--- src/rtl/pwm_timer_ctrl_if.sv ---
// pwm_timer_ctrl_if
//   Bus between the timer register file / main counter and pwm_timer_ctrl.
//   slave  : the controller (consumes config/commands, drives status).
//   master : the register file / counter side (drives config/commands).
// Signals:
//   cfg_wr_i, cfg_arr_i, cfg_rcr_i, cfg_opm_i : config write and its payload
//   start_i, stop_i, ug_i, uif_clr_i          : command pulses
//   overflow_i                                : overflow pulse from the counter
//   cnt_en_o, arr_preload_o                   : counter enable and ARR preload
//   uev_o, uif_o, busy_o, rep_cnt_o           : update event and status
interface pwm_timer_ctrl_if #(
  parameter int CNT_WIDTH = 16,
  parameter int RCR_WIDTH = 8
);
  logic                 cfg_wr_i;
  logic [CNT_WIDTH-1:0] cfg_arr_i;
  logic [RCR_WIDTH-1:0] cfg_rcr_i;
  logic                 cfg_opm_i;
  logic                 start_i;
  logic                 stop_i;
  logic                 ug_i;
  logic                 uif_clr_i;
  logic                 overflow_i;
  logic                 cnt_en_o;
  logic [CNT_WIDTH-1:0] arr_preload_o;
  logic                 uev_o;
  logic                 uif_o;
  logic                 busy_o;
  logic [RCR_WIDTH-1:0] rep_cnt_o;

  modport master (
    output cfg_wr_i, cfg_arr_i, cfg_rcr_i, cfg_opm_i,
    output start_i, stop_i, ug_i, uif_clr_i, overflow_i,
    input  cnt_en_o, arr_preload_o, uev_o, uif_o, busy_o, rep_cnt_o
  );

  modport slave (
    input  cfg_wr_i, cfg_arr_i, cfg_rcr_i, cfg_opm_i,
    input  start_i, stop_i, ug_i, uif_clr_i, overflow_i,
    output cnt_en_o, arr_preload_o, uev_o, uif_o, busy_o, rep_cnt_o
  );
endinterface

--- src/rtl/pwm_timer_ctrl.sv ---
// pwm_timer_ctrl
//   Sequencing controller for the PWM main counter. Owns the counter enable
//   and ARR preload, buffers host ARR/RCR writes until update events, divides
//   overflows into update events with a repetition down-counter, and supports
//   one-pulse mode and software-forced updates.
// Ports:
//   clk_psc_i : prescaler clock
//   rst_n_i   : asynchronous active-low reset
//   bus       : pwm_timer_ctrl_if.slave (config, commands, overflow in;
//               cnt_en/arr_preload/uev/uif/busy/rep_cnt out)
module pwm_timer_ctrl #(
  parameter int CNT_WIDTH = 16,
  parameter int RCR_WIDTH = 8
) (
  input  logic                clk_psc_i,
  input  logic                rst_n_i,
  pwm_timer_ctrl_if.slave     bus
);

  typedef enum logic [1:0] {
    ST_IDLE = 2'd0,
    ST_RUN  = 2'd1,
    ST_UPD  = 2'd2
  } state_e;

  state_e               state_q,       state_d;
  logic [CNT_WIDTH-1:0] arr_stage_q,   arr_stage_d;
  logic [RCR_WIDTH-1:0] rcr_stage_q,   rcr_stage_d;
  logic                 opm_q,         opm_d;
  logic [CNT_WIDTH-1:0] arr_preload_q, arr_preload_d;
  logic [RCR_WIDTH-1:0] rep_cnt_q,     rep_cnt_d;
  logic                 uev_q,         uev_d;
  logic                 uif_q,         uif_d;

  always_comb begin
    state_d       = state_q;
    rep_cnt_d     = rep_cnt_q;
    uev_d         = 1'b0;
    arr_stage_d   = arr_stage_q;
    rcr_stage_d   = rcr_stage_q;
    opm_d         = opm_q;
    arr_preload_d = arr_preload_q;

    // Staging registers accept host writes in every state.
    if (bus.cfg_wr_i) begin
      arr_stage_d = bus.cfg_arr_i;
      rcr_stage_d = bus.cfg_rcr_i;
      opm_d       = bus.cfg_opm_i;
    end

    unique case (state_q)
      ST_IDLE: begin
        if (bus.start_i) begin
          state_d   = ST_RUN;
          rep_cnt_d = rcr_stage_q;
        end
      end
      ST_RUN: begin
        if (bus.stop_i) begin
          state_d = ST_IDLE;
        end else if (bus.ug_i) begin
          // uev and the reload are registered on UPD entry so they are
          // visible during the single UPD cycle.
          state_d   = ST_UPD;
          rep_cnt_d = rcr_stage_q;
          uev_d     = 1'b1;
        end else if (bus.overflow_i) begin
          if (rep_cnt_q != '0) begin
            rep_cnt_d = rep_cnt_q - 1'b1;
          end else begin
            uev_d     = 1'b1;
            rep_cnt_d = rcr_stage_q;
            if (opm_q) begin
              state_d = ST_IDLE;
            end
          end
        end
      end
      ST_UPD: begin
        // uev was already issued on entry, so stop here still yields a pulse.
        state_d = bus.stop_i ? ST_IDLE : ST_RUN;
      end
      default: begin
        state_d = ST_IDLE;
      end
    endcase

    // Preload tracks the staging value while idle or on the last repetition,
    // so the counter shadow picks it up at the coming overflow.
    if (state_q == ST_IDLE || rep_cnt_q == '0) begin
      arr_preload_d = arr_stage_q;
    end
    if (state_q == ST_RUN && state_d == ST_UPD) begin
      arr_preload_d = arr_stage_q;
    end

    // Flag is set from the registered uev so a clear in the same cycle as
    // the visible pulse loses.
    uif_d = uev_q | (uif_q & ~bus.uif_clr_i);
  end

  always_ff @(posedge clk_psc_i or negedge rst_n_i) begin
    if (!rst_n_i) begin
      state_q       <= ST_IDLE;
      arr_stage_q   <= '0;
      rcr_stage_q   <= '0;
      opm_q         <= 1'b0;
      arr_preload_q <= '0;
      rep_cnt_q     <= '0;
      uev_q         <= 1'b0;
      uif_q         <= 1'b0;
    end else begin
      state_q       <= state_d;
      arr_stage_q   <= arr_stage_d;
      rcr_stage_q   <= rcr_stage_d;
      opm_q         <= opm_d;
      arr_preload_q <= arr_preload_d;
      rep_cnt_q     <= rep_cnt_d;
      uev_q         <= uev_d;
      uif_q         <= uif_d;
    end
  end

  assign bus.cnt_en_o      = (state_q == ST_RUN);
  assign bus.busy_o        = (state_q != ST_IDLE);
  assign bus.arr_preload_o = arr_preload_q;
  assign bus.uev_o         = uev_q;
  assign bus.uif_o         = uif_q;
  assign bus.rep_cnt_o     = rep_cnt_q;

endmodule
--- src/flat_wrapper.sv ---
// flat-port wrapper written by rule: the top's interface ports become plain ports
module pwm_timer_ctrl_flat 
#(
  parameter int CNT_WIDTH = 16,
  parameter int RCR_WIDTH = 8
)
  (clk_psc_i, rst_n_i, bus_cfg_wr_i, bus_cfg_arr_i, bus_cfg_rcr_i, bus_cfg_opm_i, bus_start_i, bus_stop_i, bus_ug_i, bus_uif_clr_i, bus_overflow_i, bus_cnt_en_o, bus_arr_preload_o, bus_uev_o, bus_uif_o, bus_busy_o, bus_rep_cnt_o);
  pwm_timer_ctrl_if #(.CNT_WIDTH(CNT_WIDTH), .RCR_WIDTH(RCR_WIDTH)) bus_i ();
  input  logic clk_psc_i;
  input  logic rst_n_i;
  input wire logic [$bits(bus_i.cfg_wr_i)-1:0] bus_cfg_wr_i;
  input wire logic [$bits(bus_i.cfg_arr_i)-1:0] bus_cfg_arr_i;
  input wire logic [$bits(bus_i.cfg_rcr_i)-1:0] bus_cfg_rcr_i;
  input wire logic [$bits(bus_i.cfg_opm_i)-1:0] bus_cfg_opm_i;
  input wire logic [$bits(bus_i.start_i)-1:0] bus_start_i;
  input wire logic [$bits(bus_i.stop_i)-1:0] bus_stop_i;
  input wire logic [$bits(bus_i.ug_i)-1:0] bus_ug_i;
  input wire logic [$bits(bus_i.uif_clr_i)-1:0] bus_uif_clr_i;
  input wire logic [$bits(bus_i.overflow_i)-1:0] bus_overflow_i;
  output wire logic [$bits(bus_i.cnt_en_o)-1:0] bus_cnt_en_o;
  output wire logic [$bits(bus_i.arr_preload_o)-1:0] bus_arr_preload_o;
  output wire logic [$bits(bus_i.uev_o)-1:0] bus_uev_o;
  output wire logic [$bits(bus_i.uif_o)-1:0] bus_uif_o;
  output wire logic [$bits(bus_i.busy_o)-1:0] bus_busy_o;
  output wire logic [$bits(bus_i.rep_cnt_o)-1:0] bus_rep_cnt_o;
  assign bus_i.cfg_wr_i = bus_cfg_wr_i;
  assign bus_i.cfg_arr_i = bus_cfg_arr_i;
  assign bus_i.cfg_rcr_i = bus_cfg_rcr_i;
  assign bus_i.cfg_opm_i = bus_cfg_opm_i;
  assign bus_i.start_i = bus_start_i;
  assign bus_i.stop_i = bus_stop_i;
  assign bus_i.ug_i = bus_ug_i;
  assign bus_i.uif_clr_i = bus_uif_clr_i;
  assign bus_i.overflow_i = bus_overflow_i;
  assign bus_cnt_en_o = bus_i.cnt_en_o;
  assign bus_arr_preload_o = bus_i.arr_preload_o;
  assign bus_uev_o = bus_i.uev_o;
  assign bus_uif_o = bus_i.uif_o;
  assign bus_busy_o = bus_i.busy_o;
  assign bus_rep_cnt_o = bus_i.rep_cnt_o;
  pwm_timer_ctrl #(.CNT_WIDTH(CNT_WIDTH), .RCR_WIDTH(RCR_WIDTH)) u_core (.clk_psc_i(clk_psc_i), .rst_n_i(rst_n_i), .bus(bus_i));
endmodule
--- config.mk ---
export PLATFORM = sky130hd
export DESIGN_NAME = pwm_timer_ctrl_flat
export DESIGN_NICKNAME = d
export VERILOG_FILES = /design/src/rtl/pwm_timer_ctrl_if.sv /design/src/rtl/pwm_timer_ctrl.sv /design/src/flat_wrapper.sv
export SDC_FILE = /design/constraint.sdc
export NUM_CORES = 1
export LEC_CHECK = 0
export ABC_AREA = 1
export CAP_MARGIN = 30
export CORE_MARGIN = 2
export CORE_UTILIZATION = 40
export DETAILED_ROUTE_END_ITERATION = 10
export PLACE_DENSITY = 0.64
export RECOVER_POWER = 100
export SLEW_MARGIN = 20
export SYNTH_ARGS = -nofsm -noshare
export SYNTH_HDL_FRONTEND = slang
export SYNTH_SLANG_ARGS = --single-unit
--- constraint.sdc ---
create_clock -name clk_psc_i -period 1.6 [get_ports clk_psc_i]
set_input_delay 0.32 -clock clk_psc_i [delete_from_list [all_inputs] [get_ports clk_psc_i]]
set_output_delay 0.32 -clock clk_psc_i [all_outputs]
set_load 0.02 [all_outputs]
==> results of run 1 <==
==> sequential cells by signal, indices dropped and copies added, names as in the netlist <==
signal and flops:
u_core.bus.uif_o 1, u_core.arr_stage_q 16, u_core.bus.uev_o 1, u_core.bus.rep_cnt_o 8
u_core.opm_q 1, u_core.bus.arr_preload_o 16, u_core.rcr_stage_q 8, u_core.state_q 2
==> Yosys cell counts <==
cell type,number
a21oi_2,14
clkbuf_1,4
o21ai_0,24
nand3_2,1
nand4_1,1
xor2_1,1
mux2_2,1
o21bai_1,1
nor2_1,22
or2_2,1
a22oi_1,1
inv_1,42
nor2_4,1
nand2_1,69
buf_2,1
inv_2,3
nand3_4,1
nand2_2,4
nand3_1,20
nor2_2,3
buf_6,2
o21ai_1,1
nand3b_1,1
nor3_1,1
buf_12,1
a21oi_1,3
dfrtp_1,53
nand2_4,1
buf_8,1
ha_1,2
==> what timing repair did <==
action                     4_1_cts  5_1_grt
hold buffers                     1        0
gates cloned                     0        0
setup endpoints to repair       26        4
buffers inserted                 0        0
resized for setup               26        4
hold endpoints to repair        18        0
pin swaps                        0        0
==> layout by cell type, fill, tap and decap left out, types with 2 or more instances in the layout <==
master and n:
clkdlybuf4s50_1 30, inv_2 3, clkbuf_8 5, a21oi_1 3
inv_1 42, nor2_2 2, a21oi_2 14, nand2_2 4
clkbuf_2 2, ha_1 2, buf_12 2, nor2_1 23
buf_4 3, dfrtp_1 53, buf_6 2, o21ai_0 24
nand2_1 69, clkbuf_1 5, nand3_1 20, dlygate4sd3_1 2
clkdlybuf4s15_1 2, dlygate4sd2_1 24
==> cell type report <==
class | instances | share of cell area
Sequential cell | 53 | 0.4104
Clock inverter | 3 | 0.008904
Tap cell | 75 | 0.02904
Timing Repair Buffer | 72 | 0.2056
Inverter | 45 | 0.05226
Multi-Input combinational cell | 174 | 0.2726
Clock buffer | 5 | 0.02129
==> routing by layer <==
metal | GRT usage | up-vias
met5 | 0 | -
met4 | 0.05000 | 0
met3 | 0.03261 | 7
met2 | 0.2742 | 34
met1 | 0.2020 | 917
li1 | - | 1008
==> path summary, 6_finish.rpt <==
check | from | to | cells past startpoint
max reg2reg | u_core.bus.rep_cnt_o[1]$_DFFE_PN0P_ | u_core.bus.arr_preload_o[14]$_DFFE_PN0P_ | 9
min reg2reg | u_core.bus.uev_o$_DFF_PN0_ | u_core.bus.uif_o$_DFF_PN0_ | 1
min in group asynchronous | rst_n_i | u_core.rcr_stage_q[2]$_DFFE_PN0P_ | 2
max in group asynchronous | rst_n_i | u_core.state_q[0]$_DFF_PN0_ | 3
min | u_core.bus.uev_o$_DFF_PN0_ | u_core.bus.uif_o$_DFF_PN0_ | 1
max | u_core.state_q[1]$_DFF_PN0_ | bus_cnt_en_o | 4
==> critical path, delay by kind of cell, from the launching register on <==
kind	cells	cell delay [ps]
and+or+nand+nor	1	70
buffers and inverters	3	430
DFF	1	400
==> metrics by stage <==
stage | power (W) | utilization
2_1_floorplan | 0.003827 | -
3_3_place_gp | 0.004908 | 0.5406
3_5_place_dp | 0.004957 | 0.5406
4_1_cts | 0.005528 | 0.5533
5_1_grt | 0.005792 | 0.5459
6_report | 0.005375 | 0.5459
==> report_power, final <==
part	internal [W]	leakage (nW)	switching [W]	total, W
clock network	0.000328	0.0506	0.000492	0.000820
registers	0.00173	0.641	0.000237	0.00197
logic	0.000993	0.923	0.00160	0.00259
==> kinds of logic after synthesis <==
logic type                 synth area share
AOI/OAI and AO/OA                    0.1131
xor gates and xnor gates           0.003567
adders and majority gates           0.01019
buffers and inverters                0.1003
DFF                                  0.5400
muxes                              0.004584
and+or+nand+nor                      0.2282
==> flow_summary.yaml, run 1 <==
run_status:
  status: "finished, final reports clean"
clock_tree:
  ctsRootBufferMaster: "clkbuf_8"
  clk_latency_ps: 320
  cts_buffers: 5
  clk_pin_slew_ps: 90
  cts_tree: "done"
  cts_sinks: 53
  htree_num_levels: 2
  clockBufferDepth: 2
timing:
  fin_tns_setup_ps: 0
  finalSetupViolCount: 0
  timing.hold.ws_ps: 486.7
  fin_ws_ps: 81.19
  min_period_ps: 1519
  rsz0062_at_grt: "no"
  fin_crit_sh: 0.9493
  final-hold-violation-count: 0
  slew_headroom: 0.6344
  tightest_slew_ps: 548.4
  drv_slew: 0
  clock_skew_ps: 14.42
  max_freq_mhz: 658.4
floorplan:
  start_util: 0.4148
  die_h_um: 82.36
  io_pins: 61
  die_area_um2: 6783
  design.core.area_um2: 5921
  die_w_um: 82.36
  std_cell_rows: 28
run:
  drv_cap: 0
route:
  routed_wl_mm: 4.969
  met2_wirelength_mm: 2.439
  m1WireLength_mm: 2.258
  wl_met3_um: 206
  vias: 1966
  drcViolationCount: 0
  dr.pass1.iters: 4
  drtIter0Drc: 92
  topRoutingLayerUsed: "met4"
  ant_nets: 0
  wl_per_cell_um: 11.64
  vias_per_cell: 4.604
finish:
  area_growth_pct: 31.58
  diodes: 0
  regArea_um2: 1326
  multi_input_area_um2: 880.8
  stdcell_count: 427
  stdcell_area_um2: 3232
  nFillCells: 573
  fin_nets: 386
  layout-drive-gt1-share: 0.1307
setup_path:
  crit_chain: "inv_2 > nand2_2 > inv_2 > clkdlybuf4s15_1"
  cp.arrival_ps: 1200
  crit_type: "flop to output pin"
  slowest_delay_ps: 400
  slowest_stage: "dfrtp_1"
  critPathMaxFanout: 3
  crit_path_end_kind: "output pin"
  rrSetupSlack_ps: 140
  start_kind: "flop"
  crit_required_ps: 1280
  crit_top_cell: "inv_2"
grt:
  grt_antenna_before_repair: 0
  track_usage: 0.1598
  gr-total-overflow: 0
  grt_pass1_wl_mm: 8.314
  grt_max_degree: 40
  grt_pass1_vias: 1880
placed_design:
  io_buffers: 60
  dp_hpwl_mm: 3.704
  pre_cts_ws_ps: -47.13
  post_dp_cell_area_um2: 3201
  gp_congestion: 0.8266
  dp.cells: 418
synth:
  yosysUniqueCellTypes: 30
  avgSynthCellArea_um2: 8.741
  yosysTopAreaCell: "dfrtp_1"
  synth_seq_area_share: 0.5400
  synthTopCellsByArea: "dfrtp_1, nand2_1, inv_1, a21oi_2, o21ai_0"
  yosys_warnings: 0
  synthesis.area_um2: 2456
  synth_top_cell_area_share: 0.5400
  ys_ff_latch: 53
  syn-num-nets: 316
  netlist_instances: 281
min_path:
  hold_class: "flop to flop"
pwr:
  power_density_nw_per_um2: 1663
  p_leak_nw: 1.614
  peakVddDrop_v: 0.0006703
Note: power is estimated with default switching activity, not from simulation.
==> inputs of run 2 (changes only) <==
--- a/config.mk
+++ b/config.mk
@@ -8,9 +8,9 @@
 export ABC_AREA = 1
 export CAP_MARGIN = 30
 export CORE_MARGIN = 2
-export CORE_UTILIZATION = 40
+export CORE_UTILIZATION = 49
 export DETAILED_ROUTE_END_ITERATION = 10
-export PLACE_DENSITY = 0.64
+export PLACE_DENSITY = 0.77
 export RECOVER_POWER = 100
 export SLEW_MARGIN = 20
 export SYNTH_ARGS = -nofsm -noshare
==> run 2 against run 1 <==
  * Worst hold slack gained 7.2 ps
  * Wire length grew 1.1%
  * Via count shrank 0.66%
  * Total power grew 1.4%
  * Clock power grew 16%
  * Core utilization grew 12 points
  * Largest cell class unchanged
  * Highest routed layer unchanged
==> flow_summary.yaml, run 2 (synthesis gave the netlist of run 1 again) <==
route:
  routed_wl_mm: 5.024
  dr.pass1.iters: 4
  ant_nets: 0
  vias_per_cell: 4.661
  vias: 1953
  wl_per_cell_um: 11.99
  drcViolationCount: 0
  drtIter0Drc: 53
timing:
  slew_headroom: 0.3785
  max_freq_mhz: 660.2
  tightest_slew_ps: 932.3
  drv_slew: 0
  final-hold-violation-count: 0
  finalSetupViolCount: 0
  min_period_ps: 1515
  timing.hold.ws_ps: 493.9
  fin_ws_ps: 85.23
  fin_crit_sh: 0.9467
  rsz0062_at_grt: "no"
  clock_skew_ps: 6.629
finish:
  diodes: 0
  mostFrequentLayoutCells: "nand2_1, dfrtp_1, inv_1, clkdlybuf4s50_1, o21ai_0"
  layout-drive-gt1-share: 0.1193
  area_growth_pct: 29.09
  nFillCells: 451
  fin_nets: 386
  layout_commonest_cell: "nand2_1"
  stdcell_area_um2: 3171
floorplan:
  die_h_um: 74.80
  design.core.area_um2: 4786
  die_w_um: 74.80
  die_area_um2: 5595
  start_util: 0.5132
  std_cell_rows: 25
  io_pins: 61
setup_path:
  worst-path-buf-inv: 2
  start_kind: "flop"
  cp.arrival_ps: 1190
  critPathMaxFanout: 3
  path_delay_family: "buffers and inverters"
  path_depth: 2
  crit_chain: "clkbuf_1 > dlygate4sd2_1"
  slowest_delay_ps: 360
  rr_worst_depth: 9
  crit_required_ps: 1280
  crit_path_end_kind: "output pin"
  slowest_stage: "dfrtp_1"
  crit_type: "flop to output pin"
pwr:
  p_leak_nw: 1.582
  pwr-share-comb: 0.466
  p_sw_w: 0.002305
  power_density_nw_per_um2: 1720
  finalPower_w: 0.005452
  power_frac_seq: 0.359
  internal_power_w: 0.003147
  power.share.clock: 0.174
  switching_share: 0.4227
  peakVddDrop_v: 0.0008417
grt:
  grt_antenna_before_repair: 0
  grt_max_degree: 37
  track_usage: 0.2010
  grt_pass1_vias: 2006
  grt_pass1_wl_mm: 8.507
  gr-total-overflow: 0
clock_tree:
  htree_num_levels: 2
  clk_pin_slew_ps: 100
  cts_sinks: 53
  clk_latency_ps: 310
  ctsRootBufferMaster: "clkbuf_8"
  cts_buffers: 5
  cts_tree: "done"
  clockBufferDepth: 2
placed_design:
  post_dp_cell_area_um2: 3158
  gp_congestion: 0.8686
  pre_cts_ws_ps: -50.66
  io_buffers: 60
  dp_hpwl_mm: 3.739
run_status:
  status: "finished, final reports clean"
run:
  drv_cap: 0
min_path:
  hold_depth: 1
  hold_class: "flop to flop"
-- run 2: changes by cell type in the layout (fill, tap and decap cells not counted), moves of 2 or more --
cell,delta
clkbuf_1,+6
clkbuf_2,+2
dlygate4sd2_1,-3
nand2_1,+2
clkdlybuf4s15_1,-2
buf_12,-2
inv_1,+2
inv_2,-2
-- run 2: per-layer routing --
metal	vias to the layer above	wire length (um)	global-route usage
li1	1010	-	-
met1	887	2145	0.2407
met2	45	2605	0.3481
met3	11	184	0.04552
met4	0	88	0.08730
met5	-	0	0
-- run 2: power groups by stage --
stage / clock network, W / logic (W) / registers (W)
finish: 0.000951 / 0.00254 / 0.00196
CTS: 0.000973 / 0.00272 / 0.00198
global placement: 0 / 0.00284 / 0.00200
global route: 0.00102 / 0.00284 / 0.00202
detailed placement: 0 / 0.00289 / 0.00201
floorplan: 0 / 0.00145 / 0.00237
-- run 2: worst paths after layout --
kind / from / end / slack (ps)
worst min register to register: u_core.bus.uev_o$_DFF_PN0_ / u_core.bus.uif_o$_DFF_PN0_ / 490
worst max-delay path: u_core.bus.rep_cnt_o[1]$_DFFE_PN0P_ / bus_rep_cnt_o[1] / 90
min in group asynchronous: rst_n_i / u_core.arr_stage_q[7]$_DFFE_PN0P_ / 760
max in group asynchronous: rst_n_i / u_core.bus.rep_cnt_o[6]$_DFFE_PN0P_ / 270
worst min-delay path: u_core.bus.uev_o$_DFF_PN0_ / u_core.bus.uif_o$_DFF_PN0_ / 490
worst max register to register: u_core.bus.rep_cnt_o[0]$_DFFE_PN0P_ / u_core.bus.arr_preload_o[11]$_DFFE_PN0P_ / 120
-- run 2: per-stage QoR --
stage / TNS [ps] / cells / utilization
after detailed placement: -212.1 / 409 / 0.6599
final: 0 / 419 / 0.6625
after global routing: 0 / 419 / 0.6625
after floorplan: 0 / 281 / -
after CTS: 0 / 418 / 0.6808
after global placement: -122.3 / 409 / 0.6599
-- run 2: final cells by class --
cell class                      instances  area, um^2  share of cell area
Sequential cell                        53        1326              0.4183
Multi-Input combinational cell        174       873.3              0.2755
Timing Repair Buffer                   72       599.3              0.1890
Inverter                               45       168.9             0.05328
Tap cell                               67       83.83             0.02644
Clock buffer                            5       68.82             0.02170
Clock inverter                          3       50.05             0.01579
-- run 2: what timing repair did --
| action | in CTS | in global routing |
|---|---|---|
| endpoints found under the setup margin | 23 | 13 |
| hold buffers | 1 | 0 |
| gates cloned | 0 | 0 |
| setup buffers | 0 | 1 |
| resized for setup | 23 | 9 |
| pin swaps | 0 | 0 |
| hold endpoints to repair | 17 | 0 |
